===== src/rtl/instr_decode_stage.sv =====
//------------------------------------------------------------------------------
// Module   : instr_decode_stage
// Brief    : Registered LEGv8 decode stage with a 2-entry skid buffer. Splits
//            the instruction into fields, classifies the format and extends
//            the immediate. Valid/ready on both sides, registered in_ready.
// Revision : 1.0 - initial release
//------------------------------------------------------------------------------
`default_nettype none

module instr_decode_stage #(
  parameter int INSTR_LEN = 32,
  parameter int WORD      = 64,
  parameter int REG_BITS  = 5,
  parameter int CNT_W     = 16
) (
  input  logic                 clk,
  input  logic                 rst_n,
  input  logic                 flush,
  input  logic                 in_valid,
  output logic                 in_ready,
  input  logic [INSTR_LEN-1:0] instruction,
  output logic                 out_valid,
  input  logic                 out_ready,
  output logic [10:0]          opcode,
  output logic [2:0]           fmt,
  output logic [REG_BITS-1:0]  rm_num,
  output logic [REG_BITS-1:0]  rn_num,
  output logic [REG_BITS-1:0]  rd_num,
  output logic [5:0]           shamt,
  output logic [WORD-1:0]      imm,
  output logic [CNT_W-1:0]     decoded_count
);

  localparam logic [2:0] c_FMT_R  = 3'd0;
  localparam logic [2:0] c_FMT_I  = 3'd1;
  localparam logic [2:0] c_FMT_D  = 3'd2;
  localparam logic [2:0] c_FMT_B  = 3'd3;
  localparam logic [2:0] c_FMT_CB = 3'd4;
  localparam logic [2:0] c_FMT_IW = 3'd5;
  localparam logic [2:0] c_FMT_IL = 3'd7;

  // Bundle layout (MSB first): opcode, fmt, rm, rn, rd, shamt, imm
  localparam int c_BW = 11 + 3 + 3 * REG_BITS + 6 + WORD;
  localparam logic [CNT_W-1:0] c_CNT_ONE = 1;

  logic [2:0]       w_fmt;
  logic [5:0]       w_shamt;
  logic [WORD-1:0]  w_imm;
  logic [10:0]      w_op;
  logic [c_BW-1:0]  w_in_bundle;
  logic             w_accept;
  logic             w_emit;

  logic [c_BW-1:0]  r_main;
  logic [c_BW-1:0]  r_skid;
  logic             r_main_valid;
  logic             r_skid_valid;
  logic [CNT_W-1:0] r_count;

  assign w_op = instruction[31:21];

  // Format classification and immediate extension; earlier matches take priority
  always_comb begin
    w_fmt   = c_FMT_IL;
    w_imm   = '0;
    w_shamt = '0;
    if (instruction[31:26] == 6'b000101 || instruction[31:26] == 6'b100101) begin
      w_fmt = c_FMT_B;
      w_imm = {{(WORD-26){instruction[25]}}, instruction[25:0]};
    end else if (instruction[31:24] == 8'b10110100 || instruction[31:24] == 8'b10110101 ||
                 instruction[31:24] == 8'b01010100) begin
      w_fmt = c_FMT_CB;
      w_imm = {{(WORD-19){instruction[23]}}, instruction[23:5]};
    end else if (instruction[31:23] == 9'b110100101 || instruction[31:23] == 9'b111100101) begin
      w_fmt   = c_FMT_IW;
      w_imm   = {{(WORD-16){1'b0}}, instruction[20:5]};
      w_shamt = {instruction[22:21], 4'b0000};
    end else if (instruction[31:22] == 10'b1001000100 || instruction[31:22] == 10'b1011000100 ||
                 instruction[31:22] == 10'b1101000100 || instruction[31:22] == 10'b1111000100 ||
                 instruction[31:22] == 10'b1001001000 || instruction[31:22] == 10'b1011001000 ||
                 instruction[31:22] == 10'b1101001000) begin
      w_fmt = c_FMT_I;
      w_imm = {{(WORD-12){1'b0}}, instruction[21:10]};
    end else if (w_op == 11'b11111000010 || w_op == 11'b11111000000 ||
                 w_op == 11'b10111000100) begin
      w_fmt = c_FMT_D;
      w_imm = {{(WORD-9){instruction[20]}}, instruction[20:12]};
    end else if (w_op == 11'b10001011000 || w_op == 11'b11001011000 ||
                 w_op == 11'b10001010000 || w_op == 11'b10101010000 ||
                 w_op == 11'b11001010000 || w_op == 11'b11010011011 ||
                 w_op == 11'b11010011010 || w_op == 11'b11010110000) begin
      w_fmt   = c_FMT_R;
      w_shamt = instruction[15:10];
    end
  end

  assign w_in_bundle = {w_op, w_fmt, instruction[20:16], instruction[9:5],
                        instruction[4:0], w_shamt, w_imm};

  // in_ready is a pure function of a flop, so it carries no combinational path
  assign in_ready = ~r_skid_valid;
  assign w_accept = in_valid & ~r_skid_valid & ~flush;
  assign w_emit   = r_main_valid & out_ready;

  // Main/skid storage: main feeds the outputs, skid absorbs one extra word
  // while the consumer stalls; flush empties both but an emit still counts
  always_ff @(posedge clk or negedge rst_n) begin
    if (!rst_n) begin
      r_main       <= '0;
      r_skid       <= '0;
      r_main_valid <= 1'b0;
      r_skid_valid <= 1'b0;
      r_count      <= '0;
    end else begin
      if (w_emit) begin
        r_count <= r_count + c_CNT_ONE;
      end
      if (flush) begin
        r_main_valid <= 1'b0;
        r_skid_valid <= 1'b0;
      end else if (w_emit || !r_main_valid) begin
        if (r_skid_valid) begin
          r_main       <= r_skid;
          r_main_valid <= 1'b1;
          r_skid_valid <= 1'b0;
        end else begin
          r_main_valid <= w_accept;
          if (w_accept) begin
            r_main <= w_in_bundle;
          end
        end
      end else if (w_accept) begin
        r_skid       <= w_in_bundle;
        r_skid_valid <= 1'b1;
      end
    end
  end

  assign out_valid     = r_main_valid;
  assign decoded_count = r_count;
  assign {opcode, fmt, rm_num, rn_num, rd_num, shamt, imm} = r_main;

endmodule

`default_nettype wire


===== config.mk =====
export PLATFORM = sky130hd
export DESIGN_NAME = instr_decode_stage
export DESIGN_NICKNAME = d
export VERILOG_FILES = /design/src/rtl/instr_decode_stage.sv
export SDC_FILE = /design/constraint.sdc
export NUM_CORES = 1
export LEC_CHECK = 0
export ABC_AREA = 1
export CELL_PAD_IN_SITES_DETAIL_PLACEMENT = 0
export CELL_PAD_IN_SITES_GLOBAL_PLACEMENT = 1
export CORE_MARGIN = 2
export CORE_UTILIZATION = 40
export CTS_CLUSTER_SIZE = 20
export DETAILED_ROUTE_END_ITERATION = 8
export PLACE_DENSITY_LB_ADDON = 0.1
export SETUP_SLACK_MARGIN = 0.2
export SYNTH_ARGS = -nofsm -noshare
export SYNTH_HDL_FRONTEND = slang
export SYNTH_SLANG_ARGS = --single-unit

===== constraint.sdc =====
create_clock -name clk -period 4.74 [get_ports clk]
set_input_delay 1.422 -clock clk [delete_from_list [all_inputs] [get_ports clk]]
set_output_delay 1.422 -clock clk [all_outputs]
set_load 0.005 [all_outputs]

==> results.yml, run 1 <==
yosys:
  ys_seq_area_share_pct: 49.3
  synthesis.area_sq_mm: 0.00711
  postSynthRegisterBits: 140
  ys.warnings.count: 0
  synthesis.area_per_instance_sq_um: 7.80
  post_synth_num_cell_types: 33
  netlist_instances: 912
  syn-num-nets: 950
placed_design:
  port_buffers: 153
  place.gp.congestion: 0.889
  detailed_place_hpwl_um: 12900
  placedInstanceArea_sq_mm: 0.00849
sta:
  period_utilization_post_route_pct: 75.4
  hold-worst-slack_ns: 0.479
  slew_of_the_pin_with_the_lowest_slew_margin_ns: 1.06
  finalSetupTns_ns: 0
  rsz0062_at_grt: "no"
  slew-limit-headroom_pct: 29.5
  layout_min_cycle_time_ns: 3.57
  clock_skew_ns: 0.00946
  fmax_ghz: 0.280
  number_of_hold_violations_in_the_final_report: 0
  setup_viol: 0
  drv_slew: 0
clock_tree:
  clk-insertion-delay-late_ns: 0.43
  clk_path_buf_depth: 2
  cts-buffers-inserted: 17
  htree_num_levels: 4
  cts-hold-fix-buffers: 0
  cts_sinks: 140
  clkSlewWorstSetupHoldPaths_ns: 0.06
  postCtsSetupRepairBufs: 0
  clock_tree.root_cell: "clkbuf_16"
  cts_tree: "yes"
  cts.repair.resized: 0
floorplan:
  die_w_um: 137
  floorplan.initialDensity_pct: 41.0
  std_cell_rows: 48
  die-height_um: 137
  ioPinCount: 154
  die_area_sq_mm: 0.0189
  core_sq_mm: 0.0174
route:
  drt_drc_violations_left: 0
  initialDrtViolationCount: 455
  wirelength_um: 19200
  route.detailed.wl_per_inst_um: 15.5
  routed_via_density: 5.01
  routed-via-count: 6229
  postRouteAntennaNets: 0
  drt_first_pass_iters: 5
global_route:
  grt_start_max_net_pins: 108
  number_of_antenna_violations_at_the_first_check_in_global_routing: 0
  overflow: 0
  first_global_vias: 5639
  aggregate_global_route_resource_usage_pct: 21.1
  first_pass_grt_wire_length_um: 30500
setup_path:
  worstPathBufferInverterCount: 1
  crit_required_ns: 3.32
  cp_data_arrival_time_ns: 2.15
  setup.worst_path.class: "register to primary output"
  crit_family: "flip-flops"
  slowest_cell_on_crit_path: "dfrtp_1"
  critical-path-max-stage-delay_ns: 1.03
  regToRegEndpoint: "r_skid[19]$_DFFE_PN0P_"
  setup.worst_path.start_class: "register"
  timing.reg2reg.setup_slack_ns: 1.86
  rr_startpoint: "r_skid_valid$_DFFE_PN0P_"
  ff2ff_path_depth: 6
  timing.critical_path.fanout_max: 40
  crit_path_cell_trace: "clkdlybuf4s50_1"
  timing.critical_path.to_type: "primary output"
layout:
  num-fill-cells: 1731
  final_nets: 1043
  post_route_cells_drive_above_1_share_pct: 6.68
  antenna_diode_count: 0
  area_delta_synth_final_pct: 28.0
  finish.instance_area_sq_mm: 0.00910
run:
  max_cap_viol_count: 0
pwr:
  power.static_leakage_uw: 0.00443
  report.power.total_uw: 3480
  power.ir.vdd_worst_mv: 0.241
  cellPowerDensity_mw_per_mm2: 382
worst_hold_path:
  hold_end: "r_main[8]$_DFFE_PN0P_"
  timing.hold.worst.class: "register to register"
  min-delay-start: "r_main[8]$_DFFE_PN0P_"
  worst_hold_path_cell_count: 2
status:
  outcome: "complete, no violations"
## sequential cells by signal (all words and copies together), names as in the netlist
name,count
r_main,61
r_skid,61
decoded_count,16
out_valid,1
r_skid_valid,1
## where the power goes
part / switching, uW / internal, uW
logic: 279 / 320
clock network: 547 / 813
registers: 121 / 1400
total: 947 / 2530
## stage by stage
step	util [%]	setup slack, ns	cells
floorplan	-	2.13	912
global placement	48.9	1.09	1211
detailed placement	48.9	1.06	1211
CTS	52.4	1.07	1243
global route	52.4	0.940	1243
finish	52.4	1.17	1243
## worst max-delay path by stage
stage | start | to | slack [ns] | cells past startpoint
6_report | r_main[63]$_DFFE_PN0P_ | imm[26] | 1.17 | 1
5_1_grt | r_main[63]$_DFFE_PN0P_ | imm[55] | 0.94 | 1
4_1_cts | r_main[63]$_DFFE_PN0P_ | imm[59] | 1.07 | 1
3_5_place_dp | instruction[31] | r_main[87]$_DFFE_PN0P_ | 1.06 | 10
3_3_place_gp | instruction[24] | r_main[12]$_DFFE_PN0P_ | 1.09 | 12
2_1_floorplan | instruction[29] | r_main[24]$_DFFE_PN0P_ | 2.13 | 10
## logic make-up after synthesis
kind of cell	count (synthesis)	synth area share (%)
buf+inv	146	10.3
fa+ha+maj	1	0.176
xor+xnor	14	1.72
compound gates	166	12.4
simple gates	445	26.1
flops	140	49.3
## cell type report
class / instances / area (sq um) / area share (%)
well taps: 225 / 282 / 3.09
inverters: 61 / 229 / 2.52
flip-flops and latches: 140 / 3500 / 38.5
clock inverters: 13 / 154 / 1.69
clock buffers: 19 / 453 / 4.98
multi-input cells: 626 / 2890 / 31.7
repair buffers: 159 / 1590 / 17.5
## placed cells by master (no fill, tap or decap), drive strengths merged
cell type        n
a31oi           16
bufinv           2
xnor2            3
dfrtp          140
nand3           60
inv             66
o211ai           1
o22ai            2
nand2          274
a21oi           15
clkbuf          19
nor4             1
nand4            8
ha               1
buf              7
nor2            95
clkinv           4
o21bai           4
clkinvlp         2
clkdlybuf4s50  152
o21ai          124
a2bb2oi          4
xor2            11
nor3             7
## synth_stat cells
cell type	number	area, sq um
inv_1	50	188
nand3_4	1	17.5
xor2_1	11	96.3
o22ai_1	2	12.5
nor3_2	2	20.0
buf_2	8	40.0
nor2_1	93	349
nand3_1	58	290
nor3_1	4	20.0
o21ai_1	7	35.0
xnor2_1	3	26.3
nor2_2	2	12.5
nand3_2	1	10.0
buf_6	3	33.8
buf_4	40	300
nand4_1	8	50.1
o211ai_1	1	7.51
o21bai_1	4	30.0
nand2_4	1	11.3
a2bb2oi_1	4	35.0
nand2_1	268	1010
buf_1	4	15.0
inv_2	11	41.3
a31oi_1	16	100
nor4_4	1	21.3
o21ai_0	116	581
clkbuf_1	30	113
a21oi_1	15	75.1
o21ai_2	1	8.76
ha_1	1	12.5
nor3_4	1	16.3
dfrtp_1	140	3500
nand2_2	5	31.3
## per-layer routing
metal / routed length [um] / track usage (%) / part of all wire, % / vias to the layer above
met1: 9030 / 29.7 / 47 / 2910
met2: 8950 / 32.8 / 47 / 208
li1: - / - / - / 3091
met4: 276 / 7.04 / 1.4 / 0
met5: 0 / 0 / 0 / -
met3: 957 / 3.83 / 5.0 / 20
(Power assumes the default switching activity.)
==> run 2: changes to the inputs <==
--- a/config.mk
+++ b/config.mk
@@ -9,7 +9,7 @@
 export CELL_PAD_IN_SITES_DETAIL_PLACEMENT = 0
 export CELL_PAD_IN_SITES_GLOBAL_PLACEMENT = 1
 export CORE_MARGIN = 2
-export CORE_UTILIZATION = 40
+export CORE_UTILIZATION = 34
 export CTS_CLUSTER_SIZE = 20
 export DETAILED_ROUTE_END_ITERATION = 8
 export PLACE_DENSITY_LB_ADDON = 0.1
==> constraint.sdc (replaced) <==
create_clock -name clk -period 2.9 [get_ports clk]
set_input_delay 0.87 -clock clk [delete_from_list [all_inputs] [get_ports clk]]
set_output_delay 0.87 -clock clk [all_outputs]
set_load 0.005 [all_outputs]
==> run 2 against run 1 <==
Compared with the run above:
- global-route usage down 1.9 points
- largest cell class unchanged
- die area grew 17%
- first-iteration DRC count decreased by 15%
- via count grew 0.26%
- clock skew is essentially flat
- flip-flop and latch count stayed put
- non-clock buffer count grew 24
- sequential share of layout area is 1.2 points lower
- clock power is 63% higher
==> results.yml, run 2 (synthesis results as in run 1) <==
status:
  outcome: "complete, no violations"
layout:
  final_nets: 1067
  num-fill-cells: 2074
  sequential_cell_area_sq_mm: 0.00350
  layout.cells.most_common: "nand2_1"
  antenna_diode_count: 0
  multi_input_gate_area_in_the_final_layout_sq_mm: 0.00289
  final_cells: 1312
  area_delta_synth_final_pct: 32.2
  post_route_cells_drive_above_1_share_pct: 8.83
  layout.cells.most_common_list: "nand2_1, clkdlybuf4s50_1, dfrtp_1, o21ai_0, nor2_1"
setup_path:
  slowest_cell_on_crit_path: "clkdlybuf4s50_1"
  setup.worst_path.class: "register to primary output"
  worstPathBufferInverterCount: 2
  crit_path_cell_trace: "buf_4 -> clkdlybuf4s50_1"
  critical-path-max-stage-delay_ns: 0.58
  timing.critical_path.fanout_max: 40
  crit_family: "buffers and inverters"
  cp_data_arrival_time_ns: 1.63
  crit_required_ns: 2.03
  setup.worst_path.start_class: "register"
  timing.critical_path.to_type: "primary output"
clock_tree:
  cts-buffers-inserted: 17
  cts_sinks: 140
  cts.repair.resized: 0
  cts-hold-fix-buffers: 0
  clk-insertion-delay-late_ns: 0.43
  htree_num_levels: 4
  cts_tree: "yes"
  clock_tree.root_cell: "clkbuf_16"
  clkSlewWorstSetupHoldPaths_ns: 0.07
  postCtsSetupRepairBufs: 0
  clk_path_buf_depth: 2
floorplan:
  die_w_um: 149
  ioPinCount: 154
  std_cell_rows: 52
  die_area_sq_mm: 0.0221
  die-height_um: 149
  core_sq_mm: 0.0204
  floorplan.initialDensity_pct: 34.9
run:
  max_cap_viol_count: 0
sta:
  clock_skew_ns: 0.00972
  number_of_hold_violations_in_the_final_report: 0
  slew-limit-headroom_pct: 65.3
  setup_viol: 0
  drv_slew: 0
  fmax_ghz: 0.400
  finalSetupTns_ns: 0
  period_utilization_post_route_pct: 86.3
  rsz0062_at_grt: "no"
  slew_of_the_pin_with_the_lowest_slew_margin_ns: 0.520
  layout_min_cycle_time_ns: 2.50
  hold-worst-slack_ns: 0.326
global_route:
  globalRouteMet2Util_pct: 30.7
  first_pass_grt_wire_length_um: 33100
  use_met1_pct: 26.6
  globalRouteMet3Util_pct: 3.44
  grt_start_max_net_pins: 77
  overflow: 0
  aggregate_global_route_resource_usage_pct: 19.2
  first_global_vias: 6042
  gr-max-usage-layer: "met2"
  number_of_antenna_violations_at_the_first_check_in_global_routing: 0
placed_design:
  detailed_place_hpwl_um: 14400
  placedCellCount: 1280
  port_buffers: 153
  place.gp.congestion: 0.881
route:
  drt_drc_violations_left: 0
  drt_first_pass_iters: 7
  routed-via-count: 6245
  wirelength_um: 20400
  initialDrtViolationCount: 386
  route.detailed.wl_per_inst_um: 15.5
  routed_via_density: 4.76
  postRouteAntennaNets: 0
worst_hold_path:
  timing.hold.worst.class: "primary input to async pin"
pwr:
  power.ir.vdd_worst_mv: 0.390
  report.power.total_uw: 5700
  cellPowerDensity_mw_per_mm2: 606
  power.static_leakage_uw: 0.00457
run 2: report_power, final:
part | total [uW] | switching [uW] | internal, uW
Sequential | 2470 | 184 | 2280
Clock | 2210 | 909 | 1310
Combinational | 1020 | 473 | 548
run 2: final timing paths:
path	startpoint	endpoint	slack [ns]	cells past startpoint
max reg2reg	r_skid_valid$_DFFE_PN0P_	r_main[98]$_DFFE_PN0P_	1.02	5
max	r_main[63]$_DFFE_PN0P_	imm[26]	0.40	2
min	rst_n	decoded_count[6]$_DFFE_PN0P_	0.33	1
min in group clk	decoded_count[15]$_DFFE_PN0P_	decoded_count[15]$_DFFE_PN0P_	0.46	1
max in group asynchronous	rst_n	r_skid[63]$_DFFE_PN0P_	1.92	2
min reg2reg	decoded_count[15]$_DFFE_PN0P_	decoded_count[15]$_DFFE_PN0P_	0.46	1
run 2: metal layers:
layer / up-vias / share of wire (%)
met5: - / 0
met4: 0 / 1.0
met3: 19 / 3.9
met2: 142 / 48
met1: 2953 / 47
li1: 3131 / -
run 2: metrics by stage:
stage                     instance area, sq um  util (%)  setup slack [ns]
after detailed placement                  8800      43.2            0.0829
after floorplan                           7110         -             0.845
after CTS                                 9400      46.2             0.347
final                                     9400      46.2             0.398
after global routing                      9400      46.2             0.278
after global placement                    8800      43.2            0.0562
run 2: area by class of cell:
| cell class | count | area share, % |
|---|---|---|
| clock inverter | 14 | 1.68 |
| timing repair buffer | 183 | 19.6 |
| clock buffer | 18 | 4.67 |
| tap | 270 | 3.59 |
| multi-input combinational | 626 | 30.7 |
| inverter | 61 | 2.44 |
| sequential | 140 | 37.3 |
run 2: worst reg2reg max path, cell delays in order, from the launching register on:
cell and delay (ns):
dfrtp_1 0.39, inv_2 0.06, buf_4 0.42, buf_4 0.54
o21ai_0 0.19, o21ai_0 0.19
